`src/rtl/fxp_pkg.sv`:
```
// Shared widths, saturation constants and accumulator state for fixed-point blocks.
// Pure declarations: no logic, no latency.
// No flow control of its own; users handle backpressure.
package fxp_pkg;

  // Accumulator occupancy: EMPTY means the next term starts a fresh group.
  typedef enum logic {
    ACC_EMPTY = 1'b0,
    ACC_RUN   = 1'b1
  } acc_state_e;

  localparam int SAT_MAXW = 64;

  // Full-precision product width.
  function automatic int calc_wp(input int wi1, input int wf1, input int wi2, input int wf2);
    return wi1 + wf1 + wi2 + wf2;
  endfunction

  // Fraction bits of the full-precision product.
  function automatic int calc_fp(input int wf1, input int wf2);
    return wf1 + wf2;
  endfunction

  // Accumulator width including guard bits.
  function automatic int calc_wa(input int wp, input int acc_g);
    return wp + acc_g;
  endfunction

  // Largest positive w-bit two's complement value (0 then all 1s).
  function automatic logic [SAT_MAXW-1:0] sat_max(input int w);
    return (SAT_MAXW'(1) << (w - 1)) - SAT_MAXW'(1);
  endfunction

  // Most negative w-bit two's complement value (1 then all 0s).
  function automatic logic [SAT_MAXW-1:0] sat_min(input int w);
    return SAT_MAXW'(1) << (w - 1);
  endfunction

endpackage

```
`src/rtl/fxp_mac_if.sv`:
```
// Operand/result handshake bundle for the fixed-point MAC.
// Wires only, no latency.
// valid/ready on both sides; master drives operands and out_ready.
interface fxp_mac_if #(
  parameter int W1 = 9,
  parameter int W2 = 10,
  parameter int WO = 19
);
  logic          in_valid;
  logic          in_ready;
  logic [W1-1:0] in1;
  logic [W2-1:0] in2;
  logic          in_last;
  logic          out_valid;
  logic          out_ready;
  logic [WO-1:0] out;
  logic          OVF;

  modport master (
    output in_valid, in1, in2, in_last, out_ready,
    input  in_ready, out_valid, out, OVF
  );

  modport slave (
    input  in_valid, in1, in2, in_last, out_ready,
    output in_ready, out_valid, out, OVF
  );
endinterface

```
`src/rtl/fxp_resize.sv`:
```
// Resize a signed Q(.FP) value to Q(WIO.WFO): pad/drop fraction, saturate integer part.
// Combinational, zero latency.
// No flow control. Optional FXP_MAC_ROUND_EN: round half up before dropping LSBs.
module fxp_resize
  import fxp_pkg::*;
#(
  parameter int WA  = 23,
  parameter int FP  = 7,
  parameter int WIO = 12,
  parameter int WFO = 7
) (
  input  logic signed [WA-1:0]      val_i,
  output logic [WIO+WFO-1:0]        val_o,
  output logic                      sat_o
);
  localparam int WO  = WIO + WFO;
  localparam int PAD = (WFO > FP) ? (WFO - FP) : 0;
  // Two spare bits absorb the rounding carry so it is never lost before the range check.
  localparam int WW0 = WA + PAD + 2;
  localparam int WW  = (WW0 > WO + 1) ? WW0 : (WO + 1);

  logic signed [WW-1:0] ext;
  logic signed [WW-1:0] scaled;
  logic [WW-WO:0]       upper;

  assign ext = WW'(val_i);

  if (WFO >= FP) begin : g_pad
    assign scaled = ext <<< (WFO - FP);
  end else begin : g_drop
    localparam int D = FP - WFO;
`ifdef FXP_MAC_ROUND_EN
    logic signed [WW-1:0] biased;
    assign biased = ext + (WW'(1) <<< (D - 1));
    assign scaled = biased >>> D;
`else
    // Arithmetic shift truncates toward -inf.
    assign scaled = ext >>> D;
`endif
  end

  // Value fits when every bit above the output sign bit repeats the sign.
  assign upper = scaled[WW-1:WO-1];
  assign sat_o = ~((&upper) | ~(|upper));

  // Pass the fitting value, otherwise clamp toward the sign of the true value.
  always_comb begin
    val_o = scaled[WO-1:0];
    if (sat_o) begin
      val_o = scaled[WW-1] ? WO'(sat_min(WO)) : WO'(sat_max(WO));
    end
  end

endmodule

```
`src/rtl/fxp_mac.sv`:
```
// Signed fixed-point multiply-accumulate; one resized, saturated result per in_last group.
// Latency: last term accepted at edge k -> out_valid after edge k+1; 1 term/cycle.
// Backpressure: pending result not taken freezes the whole pipe and drops in_ready. Macro: FXP_MAC_ROUND_EN.
module fxp_mac
  import fxp_pkg::*;
#(
  parameter int WI1   = 5,
  parameter int WF1   = 4,
  parameter int WI2   = 7,
  parameter int WF2   = 3,
  parameter int WIO   = 12,
  parameter int WFO   = 7,
  parameter int ACC_G = 4
) (
  input  logic        clk,
  input  logic        rst,
  fxp_mac_if.slave    bus
);
  localparam int W1 = WI1 + WF1;
  localparam int W2 = WI2 + WF2;
  localparam int WP = calc_wp(WI1, WF1, WI2, WF2);
  localparam int FP = calc_fp(WF1, WF2);
  localparam int WA = calc_wa(WP, ACC_G);
  localparam int WO = WIO + WFO;

  logic                 stall;
  logic                 in_fire;
  logic signed [W1-1:0] op1;
  logic signed [W2-1:0] op2;

  // Stage 1 registers.
  logic signed [WP-1:0] p1_q, p1_d;
  logic                 v1_q, v1_d;
  logic                 last1_q, last1_d;

  // Stage 2 / accumulator / output registers.
  acc_state_e           state_q, state_d;
  logic signed [WA-1:0] acc_q, acc_d;
  logic                 acc_ovf_q, acc_ovf_d;
  logic [WO-1:0]        out_q, out_d;
  logic                 ovf_q, ovf_d;
  logic                 out_vld_q, out_vld_d;

  logic signed [WA-1:0] base;
  logic signed [WA-1:0] addend;
  logic signed [WA-1:0] sum;
  logic                 ovf_now;
  logic [WO-1:0]        fmt_val;
  logic                 fmt_sat;

  assign stall        = out_vld_q & ~bus.out_ready;
  assign bus.in_ready = ~stall;
  assign in_fire      = bus.in_valid & ~stall;

  assign op1 = bus.in1;
  assign op2 = bus.in2;

  assign addend  = WA'(p1_q);
  assign base    = (state_q == ACC_EMPTY) ? '0 : acc_q;
  assign sum     = base + addend;
  // Two same-signed operands producing a differently signed sum wrapped.
  assign ovf_now = (base[WA-1] == addend[WA-1]) && (sum[WA-1] != base[WA-1]);

  fxp_resize #(
    .WA  (WA),
    .FP  (FP),
    .WIO (WIO),
    .WFO (WFO)
  ) u_resize (
    .val_i (sum),
    .val_o (fmt_val),
    .sat_o (fmt_sat)
  );

  // Stage 1 next state: capture the full-precision product of an accepted term.
  always_comb begin
    p1_d    = p1_q;
    v1_d    = v1_q;
    last1_d = last1_q;
    if (!stall) begin
      v1_d = in_fire;
      if (in_fire) begin
        p1_d    = WP'(op1) * WP'(op2);
        last1_d = bus.in_last;
      end
    end
  end

  // Stage 2 next state: accumulate, or close the group and present the result.
  always_comb begin
    state_d   = state_q;
    acc_d     = acc_q;
    acc_ovf_d = acc_ovf_q;
    out_d     = out_q;
    ovf_d     = ovf_q;
    out_vld_d = out_vld_q;
    if (!stall) begin
      // Either nothing was pending or it was just taken; reload below if a group closes.
      out_vld_d = 1'b0;
      if (v1_q) begin
        if (last1_q) begin
          out_d     = fmt_val;
          ovf_d     = fmt_sat | acc_ovf_q | ovf_now;
          out_vld_d = 1'b1;
          acc_d     = '0;
          acc_ovf_d = 1'b0;
          state_d   = ACC_EMPTY;
        end else begin
          acc_d     = sum;
          acc_ovf_d = acc_ovf_q | ovf_now;
          state_d   = ACC_RUN;
        end
      end
    end
  end

  // State registers; reset discards any partial group and pending result.
  always_ff @(posedge clk) begin
    if (rst) begin
      p1_q      <= '0;
      v1_q      <= 1'b0;
      last1_q   <= 1'b0;
      state_q   <= ACC_EMPTY;
      acc_q     <= '0;
      acc_ovf_q <= 1'b0;
      out_q     <= '0;
      ovf_q     <= 1'b0;
      out_vld_q <= 1'b0;
    end else begin
      p1_q      <= p1_d;
      v1_q      <= v1_d;
      last1_q   <= last1_d;
      state_q   <= state_d;
      acc_q     <= acc_d;
      acc_ovf_q <= acc_ovf_d;
      out_q     <= out_d;
      ovf_q     <= ovf_d;
      out_vld_q <= out_vld_d;
    end
  end

  assign bus.out_valid = out_vld_q;
  assign bus.out       = out_q;
  assign bus.OVF       = ovf_q;

endmodule

```
`src/flat_wrapper.sv`:
```
// flat-port wrapper written by rule: the top's interface ports become plain ports
module fxp_mac_flat import fxp_pkg::*;
#(
  parameter int WI1   = 5,
  parameter int WF1   = 4,
  parameter int WI2   = 7,
  parameter int WF2   = 3,
  parameter int WIO   = 12,
  parameter int WFO   = 7,
  parameter int ACC_G = 4
)
  (clk, rst, bus_in_valid, bus_in1, bus_in2, bus_in_last, bus_out_ready, bus_in_ready, bus_out_valid, bus_out, bus_OVF);
  fxp_mac_if #(.W1((9)), .W2((10)), .WO((19))) bus_i ();
  input  logic clk;
  input  logic rst;
  input wire logic [$bits(bus_i.in_valid)-1:0] bus_in_valid;
  input wire logic [$bits(bus_i.in1)-1:0] bus_in1;
  input wire logic [$bits(bus_i.in2)-1:0] bus_in2;
  input wire logic [$bits(bus_i.in_last)-1:0] bus_in_last;
  input wire logic [$bits(bus_i.out_ready)-1:0] bus_out_ready;
  output wire logic [$bits(bus_i.in_ready)-1:0] bus_in_ready;
  output wire logic [$bits(bus_i.out_valid)-1:0] bus_out_valid;
  output wire logic [$bits(bus_i.out)-1:0] bus_out;
  output wire logic [$bits(bus_i.OVF)-1:0] bus_OVF;
  assign bus_i.in_valid = bus_in_valid;
  assign bus_i.in1 = bus_in1;
  assign bus_i.in2 = bus_in2;
  assign bus_i.in_last = bus_in_last;
  assign bus_i.out_ready = bus_out_ready;
  assign bus_in_ready = bus_i.in_ready;
  assign bus_out_valid = bus_i.out_valid;
  assign bus_out = bus_i.out;
  assign bus_OVF = bus_i.OVF;
  fxp_mac #(.WI1(WI1), .WF1(WF1), .WI2(WI2), .WF2(WF2), .WIO(WIO), .WFO(WFO), .ACC_G(ACC_G)) u_core (.clk(clk), .rst(rst), .bus(bus_i));
endmodule
```
`config.mk`:
```
export PLATFORM = sky130hd
export DESIGN_NAME = fxp_mac_flat
export DESIGN_NICKNAME = d
export VERILOG_FILES = /design/src/rtl/fxp_pkg.sv /design/src/rtl/fxp_mac_if.sv /design/src/rtl/fxp_resize.sv /design/src/rtl/fxp_mac.sv /design/src/flat_wrapper.sv
export SDC_FILE = /design/constraint.sdc
export NUM_CORES = 1
export LEC_CHECK = 0
export CELL_PAD_IN_SITES_DETAIL_PLACEMENT = 1
export CELL_PAD_IN_SITES_GLOBAL_PLACEMENT = 2
export CORE_UTILIZATION = 34
export CTS_BUF_LIST = sky130_fd_sc_hd__clkbuf_16
export CTS_CLUSTER_SIZE = 28
export DETAILED_ROUTE_END_ITERATION = 12
export PLACE_DENSITY = 0.82
export SLEW_MARGIN = 5
export SYNTH_ARGS = -nofsm -noshare
export SYNTH_HDL_FRONTEND = slang
export SYNTH_SLANG_ARGS = --single-unit
```
`constraint.sdc`:
```
create_clock -name clk -period 5.4 [get_ports clk]
set_input_delay 0.81 -clock clk [delete_from_list [all_inputs] [get_ports clk]]
set_output_delay 0.81 -clock clk [all_outputs]
set_load 0.05 [all_outputs]
```
# Word level (Yosys, flattened, before mapping)

Index checks and enable logic that the tools add are counted.

Reductions and logical operators: 6
$add $sub $neg: 1
Bitwise operators: 10
Eq/ne operators: 2
Multiply operators: 1
Multiplexer cells: 8

Operators by type and width:

| cell                        | count |
|---|---|
| 2-to-1 mux 23 bit           | 2 |
| 2-to-1 mux 19 bit           | 2 |
| adder 23 x 19 -> 23 bit     | 1 |
| multiplier 9 x 10 -> 19 bit | 1 |
| AND reduction 5 bit         | 1 |
| OR reduction 5 bit          | 1 |
| 2-to-1 mux 1 bit            | 4 |
| NOT 1 bit                   | 4 |
| OR 1 bit                    | 4 |
| AND reduction 2 bit         | 2 |
| AND reduction 3 bit         | 1 |
| bitwise AND 1 bit           | 2 |
| equality test 1 bit         | 1 |
| logical AND 1 bit           | 1 |
| inequality test 1 bit       | 1 |

Register bits after elaboration: 67
Output and inout bits: 22

# Depth between registers and ports, before layout

Depth after elaboration: 8
Depth in mapped cells: 21

# Modules after synthesis

From an unflattened synthesis, not the netlist that was laid out.

Cells, all modules: 866
Area, all modules: 7,294.5 sq um

By module, submodules not included:

| module     | area each (sq um) | sequential area each (sq um) | instances | cells an instance |
|---|---|---|---|---|
| fxp_mac    | 6,816.5           | 1,341.3                      | 1         | 792 |
| fxp_resize | 478.0             | 0.0                          | 1         | 74 |

# Worst setup path after synthesis

OpenSTA, ideal clock, no wires.

Path kind: input-to-reg
Start point: in bus_in1[2]
End point: reg u_core.p1_q[17]
Cell stages on the path: 21
Slack: -0.042 ns
Arrival: 5.371 ns
Library setup time: 0.070 ns
Path through: clkbuf_1 -> nand2_1 -> fa_1 -> inv_1 -> fa_1 -> ha_1 -> inv_1 -> fa_1 -> inv_1 -> ha_1 -> ha_1 -> fa_1 -> a21o_1 -> a21oi_1 -> o21bai_1 -> a21oi_1 -> o21bai_1 -> a311oi_1 -> o21a_1 -> o21ai_0 -> a21oi_1

Cells in the longest elaborated chain, start to end: 1

Ends and longest elaborated chain:

| item                        | RTL line           | text |
|---|---|---|
| start, declared             | flat_wrapper.sv:17 | `input wire logic [$bits(bus_i.in1)-1:0] bus_in1;` |
| multiplier 9 x 10 -> 19 bit | fxp_mac.sv:83      | `p1_d = WP'(op1) * WP'(op2);` |
| end signal, assigned        | fxp_mac.sv:130     | `p1_q <= p1_d;` |
| end, declared               | fxp_mac.sv:32      | `logic signed [WP-1:0] p1_q, p1_d;` |

Every way passes these cells.
A chain may end at the register's enable or synchronous reset.

# Worst setup path after layout

Start point: in bus_in1[3]
End point: reg u_core.p1_q[17]

Same word-level chain as after synthesis.

==> qor.yml <==
outcome:
  status: "finished clean"
power_and_ir_drop:
  peakVddDrop_uv: 336
  p_leak_uw: 0.00388
  p_per_area_mw_per_mm2: 466
critical_path:
  r2r_end: "u_core.bus.out[10]"
  cp-start-kind: "input pin"
  cp.required_ps: 5590
  r2r_start: "u_core.state_q"
  path_class: "input pin to register"
  r2r.worst_path.cells: 13
  worstSetupEndpointType: "register"
  worstPathArrival_ps: 5410
  r2r_setup_slack_ps: 1400
  cp_max_fo: 9
global_routing:
  grt_overflow_total: 0
  antenna_found_initial: 0
  grt.met1_usage_pct: 23.6
  grt_pass1_wl_um: 30900
  grt_pass1_vias: 6376
  top_usage_layer: "met2"
  use_met3_pct: 2.38
  use_met2_pct: 34.8
  grt_max_degree: 68
  track_usage_pct: 19.0
worst_hold_path:
  hold_class: "register to register"
  hold_path_end: "u_core.bus.out[18]"
  min_from: "u_core.bus.out[18]"
  hold_depth: 2
die:
  start_util_pct: 35.0
  die_width_um: 144
  coreArea_mm2: 0.0197
  rows: 51
  dieArea_mm2: 0.0208
  ioPinCount: 46
  die_h_um: 144
cells_and_area:
  fin_area_mm2: 0.00842
  fin_nets: 1053
  finalNonFillerCells: 1159
  antenna_cells: 0
  drive_above_1_share_pct: 13.0
  fill_cells: 2381
  area_growth_pct: 22.5
  final_core_util_pct: 42.9
place:
  placed_area_mm2: 0.00799
  hpwl_um: 14500
  port_buffers: 45
  gp_congestion: 0.816
  placedCellCount: 1141
  pre_cts_ws_ps: -689
logic_synthesis:
  synthDistinctLibCells: 48
  avgSynthCellArea_um2: 8.56
  yosys.area.top_type: "fa_1"
  synth-edff-count: 0
  ys_top_cells_by_area: "fa_1, dfxtp_1, ha_1, nand2_1, and2_1"
  yosysTopAreaCellShare_pct: 22.7
  synth_area_mm2: 0.00687
  syn-num-nets: 967
  async_flop_share_pct: 0
  synth_ff_type: "dfxtp_1"
  yosysSeqAreaShare_pct: 19.5
  ys_ff_latch: 67
  syn_inst: 803
  yosysWarnings: 0
detailed_routing:
  routed-via-count: 5834
  ant_nets: 0
  wirelength_um: 18200
  drc: 0
  routed_via_density: 5.03
  routedWlPerCell_um: 15.7
  first_pass_iters: 4
  drtIter0Drc: 200
sta:
  tightest_slew_ps: 984
  finalWorstSetupSlack_ps: 184
  relSlewSlack_pct: 34.3
  fin_skew_ps: 5.59
  whs_ps: 456
  fmax_mhz: 192
  period_share_pct: 96.6
  final_max_slew_viol_count: 0
  finalHoldViolations: 0
  setup_viol: 0
  period_needed_ps: 5220
job:
  drv_cap: 0
cts:
  cts_hold_buffers: 0
  clock_latency_ps: 340
  cts_tree: "built"
  cts-buffers-inserted: 9
  clock-sinks: 67
  clockBufferDepth: 2
  clk_pin_slew_ps: 50
  htreeDepth: 3
  clockRootBuffer: "clkbuf_16"
## registers in the layout, indices dropped and copies added, names as in the netlist
register,cells
u_core.acc_ovf_q,1
u_core.acc_q,23
u_core.bus.OVF,1
u_core.bus.out,19
u_core.bus.out_valid,1
u_core.last1_q,1
u_core.p1_q,19
u_core.state_q,1
u_core.v1_q,1
## Yosys cell counts (all sizes together) (3+ instances only)
library cell and n:
o21bai 3, o21ai 19, nor2 74, fa 78
a311oi 3, inv 77, dfxtp 67, a211oi 30
a21o 13, o21a 8, a21oi 46, nand2 111
and2 62, a22oi 21, clkbuf 34, nand3 6
ha 62, xor2 5, nand2b 7, a31o 3
nor3 9, and3 7, xnor2 31, or3 5
## placed cells by master, fill, tap and decap left out, types with 8 or more instances in the layout
cell               n
nor2_1            73
a21o_1            12
fa_1              74
o21ai_0           17
clkdlybuf4s50_1   27
ha_1              58
inv_1             77
nand2_1          111
xnor2_1           31
dfxtp_1           67
buf_4             65
a211oi_1          26
o21a_1             8
nor3_1             9
clkbuf_16          9
dlymetal6s2s_1     8
a21oi_1           42
and2_1            62
a22oi_1           21
## metrics by stage
step                      TNS, ps  power, uW
after floorplan                 0       2280
after global placement      -3000       3040
after detailed placement    -3940       3120
after CTS                       0       3860
after global routing        -80.7       4350
final                           0       3920
## area by class of cell
type / instances / area (um2) / area share (%)
inverters: 77 / 289 / 3.43
clock inverters: 7 / 83.8 / 0.995
repair buffers: 111 / 947 / 11.2
clock buffers: 9 / 225 / 2.67
well taps: 265 / 332 / 3.94
flip-flops and latches: 67 / 1340 / 15.9
multi-input cells: 623 / 5200 / 61.8
## metal layers
metal / vias up / routed length [um]
met4: 0 / 251
met2: 65 / 9270
met3: 16 / 596
li1: 2826 / -
met5: - / 0
met1: 2927 / 8050
## kinds of logic after synthesis
kind of cell	synth area share [%]
compound gates	16.0
buf+inv	6.33
xor+xnor	4.59
simple gates	19.5
fa+ha+maj	34.0
flops	19.5
## worst max-delay path, cell delays in order
cell and delay (ps):
clkdlybuf4s50_1 450, buf_6 160, and2_1 150, fa_1 530, fa_1 580, fa_1 440, fa_1 500, ha_1 310
ha_1 300, buf_4 120, inv_1 50, o21bai_1 170, a21oi_2 90, o21bai_2 190, a311oi_2 140, o21a_1 190
o21ai_0 150, a21oi_1 80
## timing repair
action / in CTS / in global routing
buffers inserted: 0 / 2
gates cloned: 0 / 0
pin swaps: 7 / 15
endpoints found under the setup margin: 6 / 6
gates resized for setup: 18 / 26
endpoints found under the hold margin: 0 / 0
## worst max-delay path by stage
stage | start | endpoint | cells past startpoint
2_1_floorplan | bus_in2[3] | u_core.p1_q[17] | 21
6_report | bus_in1[3] | u_core.p1_q[17] | 18
3_3_place_gp | bus_in1[0] | u_core.p1_q[17] | 21
5_1_grt | bus_in2[0] | u_core.p1_q[17] | 21
4_1_cts | bus_in2[9] | u_core.p1_q[17] | 17
3_5_place_dp | bus_in2[2] | u_core.p1_q[18] | 16
## report_power, final
group	leakage [uW]	internal, uW	switching, uW	total (uW)
clock network	0.000152	398	222	620
logic	0.00318	1360	1360	2720
registers	0.000546	550	37.7	587
Power figures use the tool's default switching activity.
